## src/rtl/spi_v2_pkg.sv

```systemverilog
// Shared types and constants for the spi_v2 byte-oriented SPI master.
package spi_v2_pkg;

    localparam int unsigned DATA_W_DEF = 8;
    localparam int unsigned CS_GAP_DEF = 2;
    localparam int unsigned HP_W       = 4;

    typedef enum logic [2:0] {
        IDLE,
        SHIFT,
        STORE,
        HOLD,
        GAP
    } state_t;

    // sck half-period in clk cycles, indexed by freq (2**freq)
    localparam logic [3:0][HP_W-1:0] HALF_PERIOD_TBL = {4'd8, 4'd4, 4'd2, 4'd1};

    function automatic logic [HP_W-1:0] half_period(input logic [1:0] freq);
        return HALF_PERIOD_TBL[freq];
    endfunction

endpackage

```

## src/rtl/spi_v2_if.sv

```systemverilog
// Bundle of SPI pins and TX/RX FIFO handshake signals for spi_v2.
interface spi_v2_if #(
    parameter int unsigned DATA_W = 8
);
    logic              cs;
    logic              sck;
    logic              miso;
    logic              mosi;
    logic [DATA_W-1:0] dout;
    logic [DATA_W:0]   din;
    logic [1:0]        freq;
    logic              tx_fifo_empty;
    logic              rx_fifo_full;
    logic              tx_fifo_rd;
    logic              rx_fifo_wr;

    modport master (
        output cs, sck, mosi, dout, tx_fifo_rd, rx_fifo_wr,
        input  miso, din, freq, tx_fifo_empty, rx_fifo_full
    );

    modport slave (
        input  cs, sck, mosi, dout, tx_fifo_rd, rx_fifo_wr,
        output miso, din, freq, tx_fifo_empty, rx_fifo_full
    );
endinterface

```

## src/rtl/spi_v2_clkgen.sv

```systemverilog
// Half-period tick generator for the SPI clock, driven by the latched freq.
module spi_v2_clkgen
    import spi_v2_pkg::*;
(
    input  logic       clk,
    input  logic       rst,
    input  logic       i_en,
    input  logic [1:0] i_freq,
    output logic       o_tick_c
);

    logic [HP_W-1:0] r_cnt;
    logic [HP_W-1:0] w_half;

    assign w_half   = half_period(i_freq);
    assign o_tick_c = i_en && (r_cnt == (w_half - HP_W'(1)));

    // counter restarts whenever shifting stops so each byte begins with a full half-period
    always_ff @(posedge clk or posedge rst) begin
        if (rst) begin
            r_cnt <= '0;
        end else if (!i_en || o_tick_c) begin
            r_cnt <= '0;
        end else begin
            r_cnt <= r_cnt + HP_W'(1);
        end
    end

endmodule

```

## src/rtl/spi_v2.sv

```systemverilog
// Byte-oriented SPI master (mode 0, MSB first) between a TX FIFO and an RX FIFO.
// Define SPI_V2_LOOPBACK_EN to sample the rx path from mosi instead of miso.
module spi_v2
    import spi_v2_pkg::*;
#(
    parameter int unsigned DATA_W = DATA_W_DEF,
    parameter int unsigned CS_GAP = CS_GAP_DEF
) (
    input  logic     clk,
    input  logic     rst,
    spi_v2_if.master bus
);

    localparam int unsigned TICK_W = $clog2(2 * DATA_W);
    localparam int unsigned GAP_W  = (CS_GAP > 1) ? $clog2(CS_GAP) : 1;

    state_t             r_state;
    logic [DATA_W-1:0]  r_tx_sh;
    logic [DATA_W-1:0]  r_rx_sh;
    logic               r_last;
    logic [1:0]         r_freq;
    logic [TICK_W-1:0]  r_tick_cnt;
    logic [GAP_W-1:0]   r_gap_cnt;
    logic               r_cs;
    logic               r_sck;
    logic               r_mosi;
    logic               r_rd;
    logic               r_wr;
    logic [DATA_W-1:0]  r_dout;

    logic w_tick;
    logic w_load;
    logic w_sample;
    logic w_shift_en;

    assign w_load     = ((r_state == IDLE) || (r_state == HOLD)) && !bus.tx_fifo_empty;
    assign w_shift_en = (r_state == SHIFT);

`ifdef SPI_V2_LOOPBACK_EN
    logic w_unused_miso;
    assign w_unused_miso = bus.miso;
    assign w_sample      = r_mosi;
`else
    assign w_sample      = bus.miso;
`endif

    spi_v2_clkgen u_clkgen (
        .clk      (clk),
        .rst      (rst),
        .i_en     (w_shift_en),
        .i_freq   (r_freq),
        .o_tick_c (w_tick)
    );

    always_ff @(posedge clk or posedge rst) begin
        if (rst) begin
            r_state    <= IDLE;
            r_tx_sh    <= '0;
            r_rx_sh    <= '0;
            r_last     <= 1'b0;
            r_freq     <= '0;
            r_tick_cnt <= '0;
            r_gap_cnt  <= '0;
            r_cs       <= 1'b1;
            r_sck      <= 1'b0;
            r_mosi     <= 1'b0;
            r_rd       <= 1'b0;
            r_wr       <= 1'b0;
            r_dout     <= '0;
        end else begin
            r_rd <= 1'b0;
            r_wr <= 1'b0;
            case (r_state)
                IDLE, HOLD: begin
                    if (w_load) begin
                        r_tx_sh    <= bus.din[DATA_W-1:0];
                        r_last     <= bus.din[DATA_W];
                        r_freq     <= bus.freq;
                        r_mosi     <= bus.din[DATA_W-1];
                        r_cs       <= 1'b0;
                        r_rd       <= 1'b1;
                        r_tick_cnt <= '0;
                        r_state    <= SHIFT;
                    end
                end
                // even tick count = rising edge (sample), odd = falling edge (next bit out)
                SHIFT: begin
                    if (w_tick) begin
                        r_tick_cnt <= r_tick_cnt + TICK_W'(1);
                        if (!r_tick_cnt[0]) begin
                            r_sck   <= 1'b1;
                            r_rx_sh <= {r_rx_sh[DATA_W-2:0], w_sample};
                        end else begin
                            r_sck <= 1'b0;
                            if (r_tick_cnt == TICK_W'(2 * DATA_W - 1)) begin
                                r_state <= STORE;
                            end else begin
                                r_tx_sh <= r_tx_sh << 1;
                                r_mosi  <= r_tx_sh[DATA_W-2];
                            end
                        end
                    end
                end
                STORE: begin
                    if (!bus.rx_fifo_full) begin
                        r_dout <= r_rx_sh;
                        r_wr   <= 1'b1;
                        if (r_last) begin
                            r_cs      <= 1'b1;
                            r_gap_cnt <= '0;
                            r_state   <= GAP;
                        end else begin
                            r_state <= HOLD;
                        end
                    end
                end
                GAP: begin
                    if (r_gap_cnt == GAP_W'(CS_GAP - 1)) begin
                        r_state <= IDLE;
                    end else begin
                        r_gap_cnt <= r_gap_cnt + GAP_W'(1);
                    end
                end
                default: r_state <= IDLE;
            endcase
        end
    end

    assign bus.cs         = r_cs;
    assign bus.sck        = r_sck;
    assign bus.mosi       = r_mosi;
    assign bus.dout       = r_dout;
    assign bus.tx_fifo_rd = r_rd;
    assign bus.rx_fifo_wr = r_wr;

endmodule

```

## src/flat_wrapper.sv

```systemverilog
// flat-port wrapper written by rule: the top's interface ports become plain ports
module spi_v2_flat import spi_v2_pkg::*;
#(
    parameter int unsigned DATA_W = DATA_W_DEF,
    parameter int unsigned CS_GAP = CS_GAP_DEF
)
  (clk, rst, bus_cs, bus_sck, bus_mosi, bus_dout, bus_tx_fifo_rd, bus_rx_fifo_wr, bus_miso, bus_din, bus_freq, bus_tx_fifo_empty, bus_rx_fifo_full);
  spi_v2_if #(.DATA_W(DATA_W)) bus_i ();
  input  logic clk;
  input  logic rst;
  output wire logic [$bits(bus_i.cs)-1:0] bus_cs;
  output wire logic [$bits(bus_i.sck)-1:0] bus_sck;
  output wire logic [$bits(bus_i.mosi)-1:0] bus_mosi;
  output wire logic [$bits(bus_i.dout)-1:0] bus_dout;
  output wire logic [$bits(bus_i.tx_fifo_rd)-1:0] bus_tx_fifo_rd;
  output wire logic [$bits(bus_i.rx_fifo_wr)-1:0] bus_rx_fifo_wr;
  input wire logic [$bits(bus_i.miso)-1:0] bus_miso;
  input wire logic [$bits(bus_i.din)-1:0] bus_din;
  input wire logic [$bits(bus_i.freq)-1:0] bus_freq;
  input wire logic [$bits(bus_i.tx_fifo_empty)-1:0] bus_tx_fifo_empty;
  input wire logic [$bits(bus_i.rx_fifo_full)-1:0] bus_rx_fifo_full;
  assign bus_cs = bus_i.cs;
  assign bus_sck = bus_i.sck;
  assign bus_mosi = bus_i.mosi;
  assign bus_dout = bus_i.dout;
  assign bus_tx_fifo_rd = bus_i.tx_fifo_rd;
  assign bus_rx_fifo_wr = bus_i.rx_fifo_wr;
  assign bus_i.miso = bus_miso;
  assign bus_i.din = bus_din;
  assign bus_i.freq = bus_freq;
  assign bus_i.tx_fifo_empty = bus_tx_fifo_empty;
  assign bus_i.rx_fifo_full = bus_rx_fifo_full;
  spi_v2 #(.DATA_W(DATA_W), .CS_GAP(CS_GAP)) u_core (.clk(clk), .rst(rst), .bus(bus_i));
endmodule
```

## config.mk

```make
export PLATFORM = sky130hd
export DESIGN_NAME = spi_v2_flat
export DESIGN_NICKNAME = d
export VERILOG_FILES = /design/src/rtl/spi_v2_pkg.sv /design/src/rtl/spi_v2_if.sv /design/src/rtl/spi_v2_clkgen.sv /design/src/rtl/spi_v2.sv /design/src/flat_wrapper.sv
export SDC_FILE = /design/constraint.sdc
export NUM_CORES = 1
export LEC_CHECK = 0
export ABC_AREA = 1
export BUFFER_PORTS_ARGS = -buffer_cell sky130_fd_sc_hd__buf_2
export CAP_MARGIN = 10
export CORE_MARGIN = 2
export CORE_UTILIZATION = 51
export DETAILED_ROUTE_END_ITERATION = 6
export GPL_ROUTABILITY_DRIVEN = 0
export PLACE_DENSITY = 0.87
export REMOVE_ABC_BUFFERS = 1
export SKIP_LAST_GASP = 1
export SLEW_MARGIN = 20
export SYNTH_ARGS = -nofsm -noshare
export SYNTH_HDL_FRONTEND = slang
export SYNTH_SLANG_ARGS = --single-unit
```

## constraint.sdc

```tcl
create_clock -name clk -period 1.5 [get_ports clk]
set_clock_uncertainty 0.2 [all_clocks]
set_input_delay 0.075 -clock clk [delete_from_list [all_inputs] [get_ports clk]]
set_output_delay 0.075 -clock clk [all_outputs]
set_load 0.1 [all_outputs]
```

## After elaboration in Yosys (flattened, before gate mapping)

Cells that the tools add are included.

- Word-level logic and storage cells: 92
- Input bits: 16
- Flip-flop bits (word level): 43
- Output and inout port bits: 13

- Order comparisons: 1
- Eq/ne operators: 14
- Add/subtract/negate cells: 4
- Mux-type cells: 37
- Reductions and logical operators: 20
- Bitwise operators: 2

Operators by type and width:

| cell | count |
|---|---|
| $mux 7 | 4 |
| $mux 3 | 7 |
| $mux 4 | 4 |
| $mux 1 | 15 |
| $pmux 7 s2 | 1 |
| $ne 2x1->1 const B | 6 |
| $pmux 3 s4 | 1 |
| $reduce_and 3->1 | 3 |
| $add 4x1->4 const B | 2 |
| $bmux 4 s2 | 1 |
| $pmux 4 s2 | 1 |
| $eq 3x2->1 const B | 2 |
| $pmux 1 s2 | 3 |
| $reduce_and 2->1 | 3 |
| $reduce_and 6->1 | 1 |
| $reduce_bool 2->1 | 3 |
| $reduce_and 5->1 | 1 |
| $eq 4x4->1 | 1 |
| $eq 4x4->1 const B | 1 |
| $ne 2x2->1 const B | 2 |
| $reduce_and 4->1 | 1 |
| $sub 4x1->4 const B | 1 |
| $eq 3x1->1 const B | 1 |
| $eq 3x3->1 const B | 1 |
| other kinds (8) | 12 |

## Depth between registers and ports, before layout

- Word-level depth: 7
- Gate-level depth with buffers: 10
- Mapped depth without buffers: 9

## Cells and area by module

From an unflattened synthesis, not the netlist that was laid out.

- Cells, all modules: 247
- Area total of the unflattened synthesis: 2018.2 sq um

By module, submodules not included:

| module | area an instance (sq um) | cells an instance | sequential area each (sq um) | instances |
|---|---|---|---|---|
| spi_v2 | 1774.2 | 213 | 977.2 | 1 |
| spi_v2_clkgen | 244.0 | 34 | 100.1 | 1 |

## Least setup slack after synthesis

OpenSTA, ideal clock, no wires.

- Path type: reg-to-reg
- Start: register u_core.r_tick_cnt[0]
- End: register u_core.r_mosi, in the netlist u_core.bus.mosi
- Data arrival time: 1.206 ns
- Clock period less this slack: 1.528 ns
- Setup time: 0.122 ns
- Buffers on the path: 1
- Required time: 1.178 ns
- Slack: -0.028 ns
- Cell stages (with the launch flop): 8
- Cell sequence: dfrtp_1 -> ha_1 -> nand3_1 -> o21a_1 -> buf_4 -> nand3_4 -> nand2_1 -> nand2_1

- Longest elaborated chain between the ends: 3
- Elaborated cells between the ends (all ways): 4
- Classes of those cells: eq/ne (3); reduce/logical (1)

Ends and longest elaborated chain:

| item | RTL line | text |
|---|---|---|
| from (decl) | spi_v2.sv:22 | `logic [TICK_W-1:0] r_tick_cnt;` |
| from (signal assigned) | spi_v2.sv:89 | `r_tick_cnt <= r_tick_cnt + TICK_W'(1);` |
| $eq 4x4->1 | spi_v2.sv:95 | `if (r_tick_cnt == TICK_W'(2 * DATA_W - 1)) begin` |
| $ne 2x2->1 (no source line) | n/a |  |
| $reduce_and 5->1 (no source line) * | n/a |  |
| to (signal assigned) | spi_v2.sv:79 | `r_mosi <= bus.din[DATA_W-1];` |
| to (signal assigned) | spi_v2.sv:99 | `r_mosi <= r_tx_sh[DATA_W-2];` |
| to (decl) | spi_v2.sv:26 | `logic r_mosi;` |

Every way passes the cells marked *; elsewhere a longest branch is shown, timed or not.
A chain may end at the register's enable or synchronous reset.

## Final worst setup path

- Start: register u_core.r_tick_cnt[0]
- End: register u_core.r_tx_sh[4]

- Longest elaborated chain between the ends: 3
- Elaborated cells between the ends (all ways): 4
- Classes of those cells: eq/ne (3); reduce/logical (1)

Ends and longest elaborated chain:

| item | RTL line | text |
|---|---|---|
| $eq 4x4->1 | spi_v2.sv:95 |  |
| $ne 2x2->1 (no source line) | n/a |  |
| $reduce_and 5->1 (no source line) * | n/a |  |
| to (signal assigned) | spi_v2.sv:76 | `r_tx_sh <= bus.din[DATA_W-1:0];` |
| to (signal assigned) | spi_v2.sv:98 | `r_tx_sh <= r_tx_sh << 1;` |
| to (decl) | spi_v2.sv:18 | `logic [DATA_W-1:0] r_tx_sh;` |

Marked as above.

==> metrics.md <==
| Metric | Value |
|---|---|
| Final hold viol count | `0` |
| Count leader, synth | `nand2_1` |
| Multi-input gate area | `0.00104 mm2` |
| Area delta synth->final | `46.4%` |
| Failing checks | `setup timing` |
| Compound-Gate Fraction of Synth Area | `under 10%` |
| Rows | `23` |
| DR vias | `roughly 2000` |
| Ys async rst share | `100%` |
| CTS tree | `built` |
| XOR/XNOR Fraction of Synth Area | `between 1 and 1.5%` |
| Final worst path period need | `~1700 ps` |
| Fillers | `217` |
| Clk root buf | `clkbuf_8` |
| Routed wire length per instance | `17.2 um` |
| Initial Util | `roughly 52%` |
| Clock Latency Late Sink | `slightly above 300 ps` |
| Slew headroom | `between 60% and 70%` |
| Final WS setup | `-209 ps` |
| Crit. End Element | `register` |
| I/O pins | `29` |
| Sum Neg Setup Slack | `-4430 ps` |
| Vias in the first global route | `1721` |
| Arrival time of the worst setup path | `about 1700 ps` |
| Crit path launch | `u_core.r_tick_cnt[0]` |
| Max-slew violation count | `0` |
| Maximum buffer depth of the clock tree | `2` |
| Register area | `about 0.0011 mm2` |
| Final setup vio count | `38` |
| N_diodes | `0` |
| RSZ-0062 raised after global routing | `yes` |
| Via density | `approximately 5.6` |
| Flop-to-flop setup slack | `-210 ps` |
| 1st-iter DRT viols | `between 200 and 250` |
| Post-Syn Area | `a little over 0.002 mm2` |
| Mapped Cells | `around 230` |
| Die ar. | `between 0.004 and 0.005 mm2` |
| Fin util | `around 76%` |
| Yosys top cell by area | `dfrtp_1` |
| Largest net degree at the start of global routing | `44` |
| Count of cell types in the netlist | `30` |
| Number of max-cap violations | `0` |
| Post-synth EDFFs | `0` |
| Main combinational cell family by area after synthesis | `simple AND/OR/NAND/NOR gates` |
| Crit path launch type | `register` |
| Post-DRT Antenna Nets | `0` |
| CTS buffer count | `5` |
| # H-tree levels | `2` |
| Number of synthesized register bits | `43` |
| Initial antenna violation count | `0` |
| First-pass GRT wire length | `~7500 um` |
| Ys Warns | `0` |
| VDD IR-drop max | `1.24 mV` |
| Port bufs | `28` |
| GRT Util Overall | `22.4%` |
| Top-area cell type share of the netlist area | `approximately 51%` |
| Actual slew at the worst max-slew pin | `about 500 ps` |
| HPWL after detailed placement | `2960 um` |
| Mux share of post-synthesis cell area | `less than 1%` |
| Share of layout cells above drive strength 1 | `between 40 and 50%` |
| Hold/Removal Path Class | `in2async` |
| Synth Area in Adders | `approximately 1.2%` |
| Main synth FF type | `dfrtp_1` |
| Critical Path RT | `approximately 1500 ps` |
| Die X-Extent | `slightly below 70 um` |
| LEAKAGE | `~1.5 nW` |
| Pwr dens | `between 2000 and 2500 mW/mm2` |
| Reg2Reg Depth | `6` |
| Die Height | `67.4 um` |
| Fin nets | `approximately 330` |
| Worst R2R Start | `u_core.r_tick_cnt[0]` |
| PnR Total Power | `approximately 7.4 mW` |
| Core Region | `0.00394 mm2` |
| TritonRoute pass-1 iters | `5` |
| Clock sinks | `43` |
| Average size of a mapped cell | `8.76 um2` |
| Simple-gate area share of the yosys netlist | `28.5%` |
| Crit path max fanout | `5` |
| WL final | `approximately 6300 um` |
| Seq/Total Area, Yosys | `a little over half` |
| Setup CP Type | `reg2reg` |
| Worst-path clk slew | `about 80 ps` |
| Status | `finished with violations` |
| Fmax | `around 590 MHz` |
| Area contributors post-synth | `dfrtp_1, nand2_1, inv_1` |
| Crit Reg-Reg Endpoint | `u_core.r_tx_sh[4]` |
| Commonest cells in the netlist | `nand2_1, dfrtp_1, inv_1` |
| Total gr overflow | `0` |
| Post-route clock period utilization | `114%` |
| Detailed-route DRC error count | `0` |
-- report_power, final --
part | total (mW) | switching [mW] | internal (mW)
Combinational | 4.73 | 3.19 | 1.54
Clock | 0.728 | 0.402 | 0.325
Sequential | 1.99 | 0.371 | 1.62
-- state kept, by name, indices dropped and copies added (netlist names), 2 cells and up --
register               count
u_core.r_rx_sh             8
u_core.r_tick_cnt          4
u_core.bus.dout            8
u_core.u_clkgen.r_cnt      4
u_core.r_freq              2
u_core.r_state             3
u_core.r_tx_sh             7
-- area by class of cell --
class	instances	share of cell area, %
multi-input cells	163	34.5
clock buffers	6	2.42
repair buffers	80	21.8
inverters	23	2.88
flip-flops and latches	43	35.9
clock inverters	2	0.417
well taps	50	2.08
-- cell usage in the layout (no fill, tap or decap), types with 3 or more instances in the layout --
cell type,count
buf_2,27
o21ai_0,3
nand2_1,67
nand4_1,12
dlygate4sd3_1,15
buf_12,4
buf_4,25
nand3_4,3
nor2_4,7
clkbuf_8,5
nor2_2,4
inv_2,5
a21oi_2,6
buf_6,9
dfrtp_1,41
nand2_2,17
o21ai_1,4
nand3_1,6
inv_1,18
o21ai_2,8
nor2_1,6
-- per-stage QoR --
step,instances,area (um2),hold slack (ps),worst slack (ps)
after floorplan,228,2000,-10.4,-247
after global placement,334,2450,-54.4,-95.2
after detailed placement,334,2450,-49.5,-175
after CTS,357,2700,182,-110
after global routing,367,3000,227,-278
final,367,3000,180,-209
-- per-layer routing --
layer  GRT usage, %  up-vias  part of all wire (%)
met5              0        -                     0
met4           12.0        0                   3.9
met3           4.50       37                   7.7
met2           36.9      130                    49
met1           27.9      957                    40
li1               -      914                     -
-- worst max-delay path, stage by stage, from the launching register on --
cell and delay (ps):
dfrtp_1 390, ha_2 220, nand3_1 160, o21a_1 270, buf_4 180, nand4_1 110, nand2_1 80
-- timing repair --
action,CTS,global route
setup buffers,0,8
hold endpoints to repair,60,0
hold buffers,15,0
gates cloned,0,2
resized for setup,2,66
pin swaps,0,14
setup endpoints to repair,30,41
-- worst max path at each step --
stage / slack, ps / endpoint / cells past startpoint
2_1_floorplan: -250 / u_core.bus.mosi / 8
3_3_place_gp: -100 / u_core.r_rx_sh[6] / 8
3_5_place_dp: -170 / u_core.r_rx_sh[6] / 8
4_1_cts: -110 / u_core.r_tx_sh[1] / 9
5_1_grt: -280 / u_core.r_tx_sh[2] / 6
6_report: -210 / u_core.r_tx_sh[4] / 6
-- cell families after synthesis --
group	after synthesis
DFF	43
muxes	1
xor gates and xnor gates	3
adders and majority gates	2
buffers and inverters	29
AOI/OAI and AO/OA	28
and+or+nand+nor	128
No activity file was read; power rests on OpenSTA's default activity.
